[src/rtl/reg_tag_match_unit.sv]
// reg_tag_match_unit: tracks the producer tag of each architectural register, matches
// pipe completion tags against it and issues at most one registered writeback per cycle.
module reg_tag_match_unit #(
    parameter int NUM_REGS     = 16,
    parameter int REG_ADDR_W   = 4,
    parameter int TAG_W        = 4,
    parameter int STARVE_LIMIT = 4
) (
    input  logic                  clk_in,
    input  logic                  reset_in,
    input  logic                  dispatch_valid_in,
    input  logic [REG_ADDR_W-1:0] dispatch_rd_addr_in,
    input  logic [TAG_W-1:0]      dispatch_tag_in,
    input  logic                  pipe1_valid_in,
    input  logic [TAG_W-1:0]      pipe1_tag_in,
    output logic                  pipe1_ready_out,
    input  logic                  pipe2_valid_in,
    input  logic [TAG_W-1:0]      pipe2_tag_in,
    output logic                  pipe2_ready_out,
    input  logic                  pipe3_valid_in,
    input  logic [TAG_W-1:0]      pipe3_tag_in,
    output logic                  pipe3_ready_out,
    input  logic                  pipe4_valid_in,
    input  logic [TAG_W-1:0]      pipe4_tag_in,
    output logic                  pipe4_ready_out,
    output logic                  tag_matched_with_alu_pipe1_final_out,
    output logic                  tag_matched_with_alu_pipe2_final_out,
    output logic                  tag_matched_with_load_store_pipe3_final_out,
    output logic                  tag_matched_with_branch_pipe4_final_out,
    output logic                  wb_valid_out,
    output logic [REG_ADDR_W-1:0] wb_rd_addr_out,
    output logic [NUM_REGS-1:0]   reg_busy_out
);
    localparam int NP = 4;

    logic [NUM_REGS-1:0]            r_busy;
    logic [NUM_REGS-1:0][TAG_W-1:0] r_tag;
    logic [NP-1:0][2:0]             r_starve;
    logic                           r_wb_valid;
    logic [REG_ADDR_W-1:0]          r_wb_addr;
    logic [NP-1:0]                  r_final;

    logic [NP-1:0]                  w_valid;
    logic [NP-1:0]                  w_hit;
    logic [NP-1:0]                  w_starved;
    logic [NP-1:0]                  w_cand;
    logic [NP-1:0]                  w_grant;
    logic [NP-1:0]                  w_ready;
    logic [NP-1:0][TAG_W-1:0]       w_tag;
    logic [NP-1:0][REG_ADDR_W-1:0]  w_hit_addr;
    logic [REG_ADDR_W-1:0]          w_grant_addr;

    assign w_valid = {pipe4_valid_in, pipe3_valid_in, pipe2_valid_in, pipe1_valid_in};
    assign w_tag   = {pipe4_tag_in, pipe3_tag_in, pipe2_tag_in, pipe1_tag_in};

    // Busy tags are unique, so OR-ing the matching indices yields the single matching register.
    always_comb begin
        w_hit      = '0;
        w_hit_addr = '0;
        for (int p = 0; p < NP; p++) begin
            for (int r = 0; r < NUM_REGS; r++) begin
                if (w_valid[p] && r_busy[r] && r_tag[r] == w_tag[p]) begin
                    w_hit[p]      = 1'b1;
                    w_hit_addr[p] = w_hit_addr[p] | REG_ADDR_W'(r);
                end
            end
        end
    end

    genvar g;
    generate
        for (g = 0; g < NP; g++) begin : g_starve
            assign w_starved[g] = r_starve[g] >= 3'(STARVE_LIMIT);
        end
    endgenerate

    // Starved hitters pre-empt base order; lowest set bit is pipe1-first priority.
    assign w_cand  = reset_in ? '0 : (|(w_hit & w_starved) ? (w_hit & w_starved) : w_hit);
    assign w_grant = w_cand & (~w_cand + NP'(1));
    assign w_ready = reset_in ? '0 : (~w_valid | ~w_hit | w_grant);

    always_comb begin
        w_grant_addr = '0;
        for (int p = 0; p < NP; p++)
            if (w_grant[p]) w_grant_addr = w_hit_addr[p];
    end

    always_ff @(posedge clk_in) begin
        for (int p = 0; p < NP; p++) begin
            if (reset_in || !w_valid[p] || w_grant[p])
                r_starve[p] <= '0;
            else if (w_hit[p] && !w_starved[p])
                r_starve[p] <= r_starve[p] + 3'd1;
        end
    end

    // Dispatch is written after the writeback clear so it wins on a same-register collision.
    always_ff @(posedge clk_in) begin
        if (reset_in) begin
            r_busy <= '0;
            r_tag  <= '0;
        end else begin
            if (|w_grant)
                r_busy[w_grant_addr] <= 1'b0;
            if (dispatch_valid_in) begin
                r_busy[dispatch_rd_addr_in] <= 1'b1;
                r_tag[dispatch_rd_addr_in]  <= dispatch_tag_in;
            end
        end
    end

    always_ff @(posedge clk_in) begin
        if (reset_in) begin
            r_wb_valid <= 1'b0;
            r_wb_addr  <= '0;
            r_final    <= '0;
        end else begin
            r_wb_valid <= |w_grant;
            r_final    <= w_grant;
            if (|w_grant)
                r_wb_addr <= w_grant_addr;
        end
    end

    assign pipe1_ready_out = w_ready[0];
    assign pipe2_ready_out = w_ready[1];
    assign pipe3_ready_out = w_ready[2];
    assign pipe4_ready_out = w_ready[3];
    assign tag_matched_with_alu_pipe1_final_out        = r_final[0];
    assign tag_matched_with_alu_pipe2_final_out        = r_final[1];
    assign tag_matched_with_load_store_pipe3_final_out = r_final[2];
    assign tag_matched_with_branch_pipe4_final_out     = r_final[3];
    assign wb_valid_out   = r_wb_valid;
    assign wb_rd_addr_out = r_wb_addr;
    assign reg_busy_out   = r_busy;
endmodule

[config.mk]
export PLATFORM = sky130hd
export DESIGN_NAME = reg_tag_match_unit
export DESIGN_NICKNAME = d
export VERILOG_FILES = /design/src/rtl/reg_tag_match_unit.sv
export SDC_FILE = /design/constraint.sdc
export NUM_CORES = 1
export LEC_CHECK = 0
export ABC_AREA = 1
export BUFFER_PORTS_ARGS = -buffer_cell sky130_fd_sc_hd__clkbuf_2
export CAP_MARGIN = 15
export CORE_AREA = 8 8 133 135
export CTS_BUF_LIST = sky130_fd_sc_hd__clkbuf_4 sky130_fd_sc_hd__clkbuf_8 sky130_fd_sc_hd__clkbuf_16
export CTS_CLUSTER_SIZE = 30
export DETAILED_ROUTE_END_ITERATION = 6
export DIE_AREA = 0 0 141 143
export PLACE_DENSITY = 0.75
export SLEW_MARGIN = 20
export SYNTH_ARGS = -nofsm -noshare
export SYNTH_HDL_FRONTEND = slang
export SYNTH_SLANG_ARGS = --single-unit
[constraint.sdc]
create_clock -name clk_in -period 5.9 [get_ports clk_in]
set_clock_uncertainty 0.1 [all_clocks]
set_input_delay 1.18 -clock clk_in [delete_from_list [all_inputs] [get_ports clk_in]]
set_output_delay 1.18 -clock clk_in [all_outputs]
set_load 0.05 [all_outputs]
==> flow_summary_export.csv <==
group,metric,value,unit
yosys,syn_nets,1617,
cts,cts_tree,"done",
grt,grt_util_met1,45.69,%
power,vdd_drop_max,0.1423,mV
power,combPwrFrac,19.2,%
yosys,synthDistinctLibCells,37,
floorplanning,die_h,143,um
timing,worst_slew_pin_slew,0.8767,ns
detailed_routing,routed_wl,36880,um
final_layout,final_layout_size_suffix_gt1_share,9.438,%
timing,timing.fmax,188.4,MHz
grt,grtUsageTotal,36.11,%
timing,period_needed,5.307,ns
power,power.switching,0.0005892,W
critical_path,required,4.62,ns
yosys,yosys_most_used_dff,"dfxtp_1",
grt,grt_max_degree,73,
critical_path,critPathKind,"input port to output port",
power,pwr-share-seq,42.0,%
critical_path,r2r-start,"r_tag[52]$_SDFFE_PP0P_",
floorplanning,die_w,141,um
yosys,yosys.area.top_type,"nand2_1",
detailed_routing,drtIter0Drc,1587,
final_layout,area_growth,6.062,%
floorplanning,core,15600,um^2
detailed_routing,drt-pass1-iter-count,7,
yosys,yosysWarnings,0,
outcome,violations,"design-rule violations",
yosys,synth_edf_count,0,
yosys,synth_area_leaders,"nand2_1, dfxtp_1, nor2_1, a21oi_1, o21ai_0",
final_layout,fin_nets,1634,
cts,cts_resized,0,
cts,numCtsBuffers,9,
timing,min_period_over_period,89.95,%
detailed_routing,remaining_drc_errors,7,
yosys,syn_inst,1578,
power,internal-power,0.001121,W
place,place.gp.congestion,1.067,
final_layout,antenna_cells,0,
detailed_routing,post_drt_wl_per_cell,20.31,um
critical_path,crit_start,"pipe3_tag_in[1]",
critical_path,crit_arrival,4.03,ns
grt,grt-ovfl-total,0,
outcome,outcome,"finished, violations left",
floorplanning,num_rows,46,
yosys,yosysTopAreaCellShare,23.89,%
floorplanning,pin_count,60,
timing,timing.final.ws_setup,0.5931,ns
detailed_routing,vias,10790,
grt,grt_pass1_vias,9546,
yosys,synthArstFlopShare,0,%
grt,met2_usage,53.61,%
power,leakage,4.380,nW
critical_path,crit_path_end_kind,"output port",
grt,top_usage_layer,"met2",
power,switching_share,34.45,%
cts,clk_pin_slew_worst_paths,0.08,ns
critical_path,critPathMaxFanout,20,
cts,htreeDepth,3,
cts,cts.sinks,101,
timing,slew_violations,0,
timing,rsz0062_at_grt,"false",
cts,cts_buffer_depth,2,
timing,tns,0,ns
power,clkPwrFrac,38.8,%
power,power_density,185.6,nW/um^2
hold_path,hold_class,"flip-flop to flip-flop",
place,hpwl,26130,um
hold_path,hp-start,"r_starve[6]$_SDFFE_PP0P_",
cts,postCtsSetupRepairBufs,0,
place,dp_slack,0.6419,ns
detailed_routing,ant_nets,0,
timing,slew_headroom,41.01,%
grt,antenna_found_initial,0,
floorplanning,die-area,20160,um^2
detailed_routing,detail_route.vias_per_cell,5.941,
yosys,synth_area,8690,um^2
flow_run,drv_cap,0,
yosys,synth.avg_cell_area,5.507,um^2
timing,hold_slack,0.3944,ns
timing,setup_viol,0,
grt,use_met3,9.917,%
cts,root_buffer,"clkbuf_16",
grt,grt_first_pass_wirelength,55160,um
yosys,ys_seq_elements,101,
floorplanning,start_util,55.71,%
cts,hold_buffers,0,
cts,clock_latency,0.38,ns
timing,finalHoldViolCount,0,
place,placement.io_buffers,59,
critical_path,startpoint_type,"input port",
yosys,yosysSeqAreaShare,23.27,%
==> layer usage <==
metal / vias up / wire length [um]
met5: - / 0
met4: 0 / 2440
met3: 193 / 5063
met2: 815 / 15210
met1: 4759 / 14170
li1: 5022 / -
==> area by class of cell <==
cell class	count	area, um^2
clock buffer	9	225.2
clock inverter	7	92.59
fill	1612	6381
inverter	144	550.5
multi-input combinational	1266	5655
sequential	101	2022
tap	216	270.3
timing repair buffer	73	400.4
==> state kept, by name, indices dropped and copies added, names as in the netlist <==
| name | count |
|---|---|
| r_final | 4 |
| r_tag | 64 |
| r_starve | 12 |
| wb_rd_addr_out | 4 |
| reg_busy_out | 16 |
| wb_valid_out | 1 |
==> worst max-delay path, cell delays in order <==
cell and delay [ns]:
clkbuf_2 0.23, inv_1 0.58, nand2_1 0.12, nand2_1 0.09, nor2_1 0.04, nand3_1 0.11, nand2_1 0.08, nor2_2 0.16
nand2_1 0.17, nor2_4 0.15, nor2_1 0.06, nor2_2 0.12, nand2_4 0.12, a21boi_2 0.23, nand2_1 0.13, a21oi_1 0.14
clkbuf_2 0.31
==> placed cells by master, fill, tap and decap left out, types with 4 or more instances in the layout <==
| cell | instances |
|---|---|
| inv_4 | 4 |
| nand4_1 | 8 |
| o211ai_1 | 5 |
| nor2_2 | 18 |
| a21oi_2 | 4 |
| o21ai_0 | 122 |
| nand3_1 | 87 |
| xor2_1 | 9 |
| nor2_1 | 235 |
| o21ai_2 | 4 |
| inv_2 | 13 |
| inv_1 | 125 |
| nand2_2 | 9 |
| a21oi_1 | 139 |
| nor3_1 | 12 |
| ha_1 | 8 |
| clkbuf_16 | 9 |
| buf_4 | 14 |
| clkbuf_2 | 59 |
| dfxtp_1 | 101 |
| o21ai_1 | 25 |
| nand2_1 | 553 |
| xnor2_1 | 9 |
==> worst paths after layout <==
check / end / slack, ns / cells past startpoint
worst min-delay path: r_starve[6]$_SDFFE_PP0P_ / 0.39 / 2
worst max register to register: reg_busy_out[4]$_SDFF_PP0_ / 2.41 / 21
worst min register to register: r_starve[6]$_SDFFE_PP0P_ / 0.39 / 2
worst max-delay path: pipe2_ready_out / 0.59 / 17
==> synth_stat cells (2+ instances only) <==
master      n
nand2_1   553
nor2_1    235
a21oi_1   139
inv_1     125
o21ai_0   122
dfxtp_1   101
nand3_1    87
o21ai_1    25
buf_2      18
nor2_2     18
buf_6      17
buf_4      16
clkbuf_1   16
inv_2      13
nor3_1     12
nand2_2     9
xnor2_1     9
xor2_1      9
ha_1        8
nand4_1     8
o211ai_1    5
a21oi_2     4
inv_4       4
o21ai_2     4
nand2_4     3
nor2_4      3
nor4_1      3
clkinv_1    2
or3_1       2
==> power by group through the flow <==
stage | Clock [W] | Combinational (W) | Sequential [W]
2_1_floorplan | 0 | 0.000218 | 0.000739
3_3_place_gp | 0 | 0.000309 | 0.000733
3_5_place_dp | 0 | 0.000313 | 0.000732
4_1_cts | 0.000661 | 0.000314 | 0.000716
5_1_grt | 0.000691 | 0.000353 | 0.000719
6_report | 0.000663 | 0.000329 | 0.000718
==> cells by family after synthesis <==
kind of cell | share of synthesized area (%)
and+or+nand+nor | 44.00
adders and majority gates | 1.152
buffers and inverters | 11.65
xor gates and xnor gates | 1.814
AOI/OAI and AO/OA | 18.11
DFF | 23.27
==> stage by stage <==
step,area [um^2],utilization [%],cells,power (W)
3_5_place_dp,8899,57.05,1800,0.001045
5_1_grt,9216,59.09,1816,0.001764
4_1_cts,9216,59.09,1816,0.001691
3_3_place_gp,8899,57.05,1800,0.001042
2_1_floorplan,8690,-,1578,0.0009568
6_report,9216,59.09,1816,0.001711
Note: power is estimated with default switching activity, not from simulation.
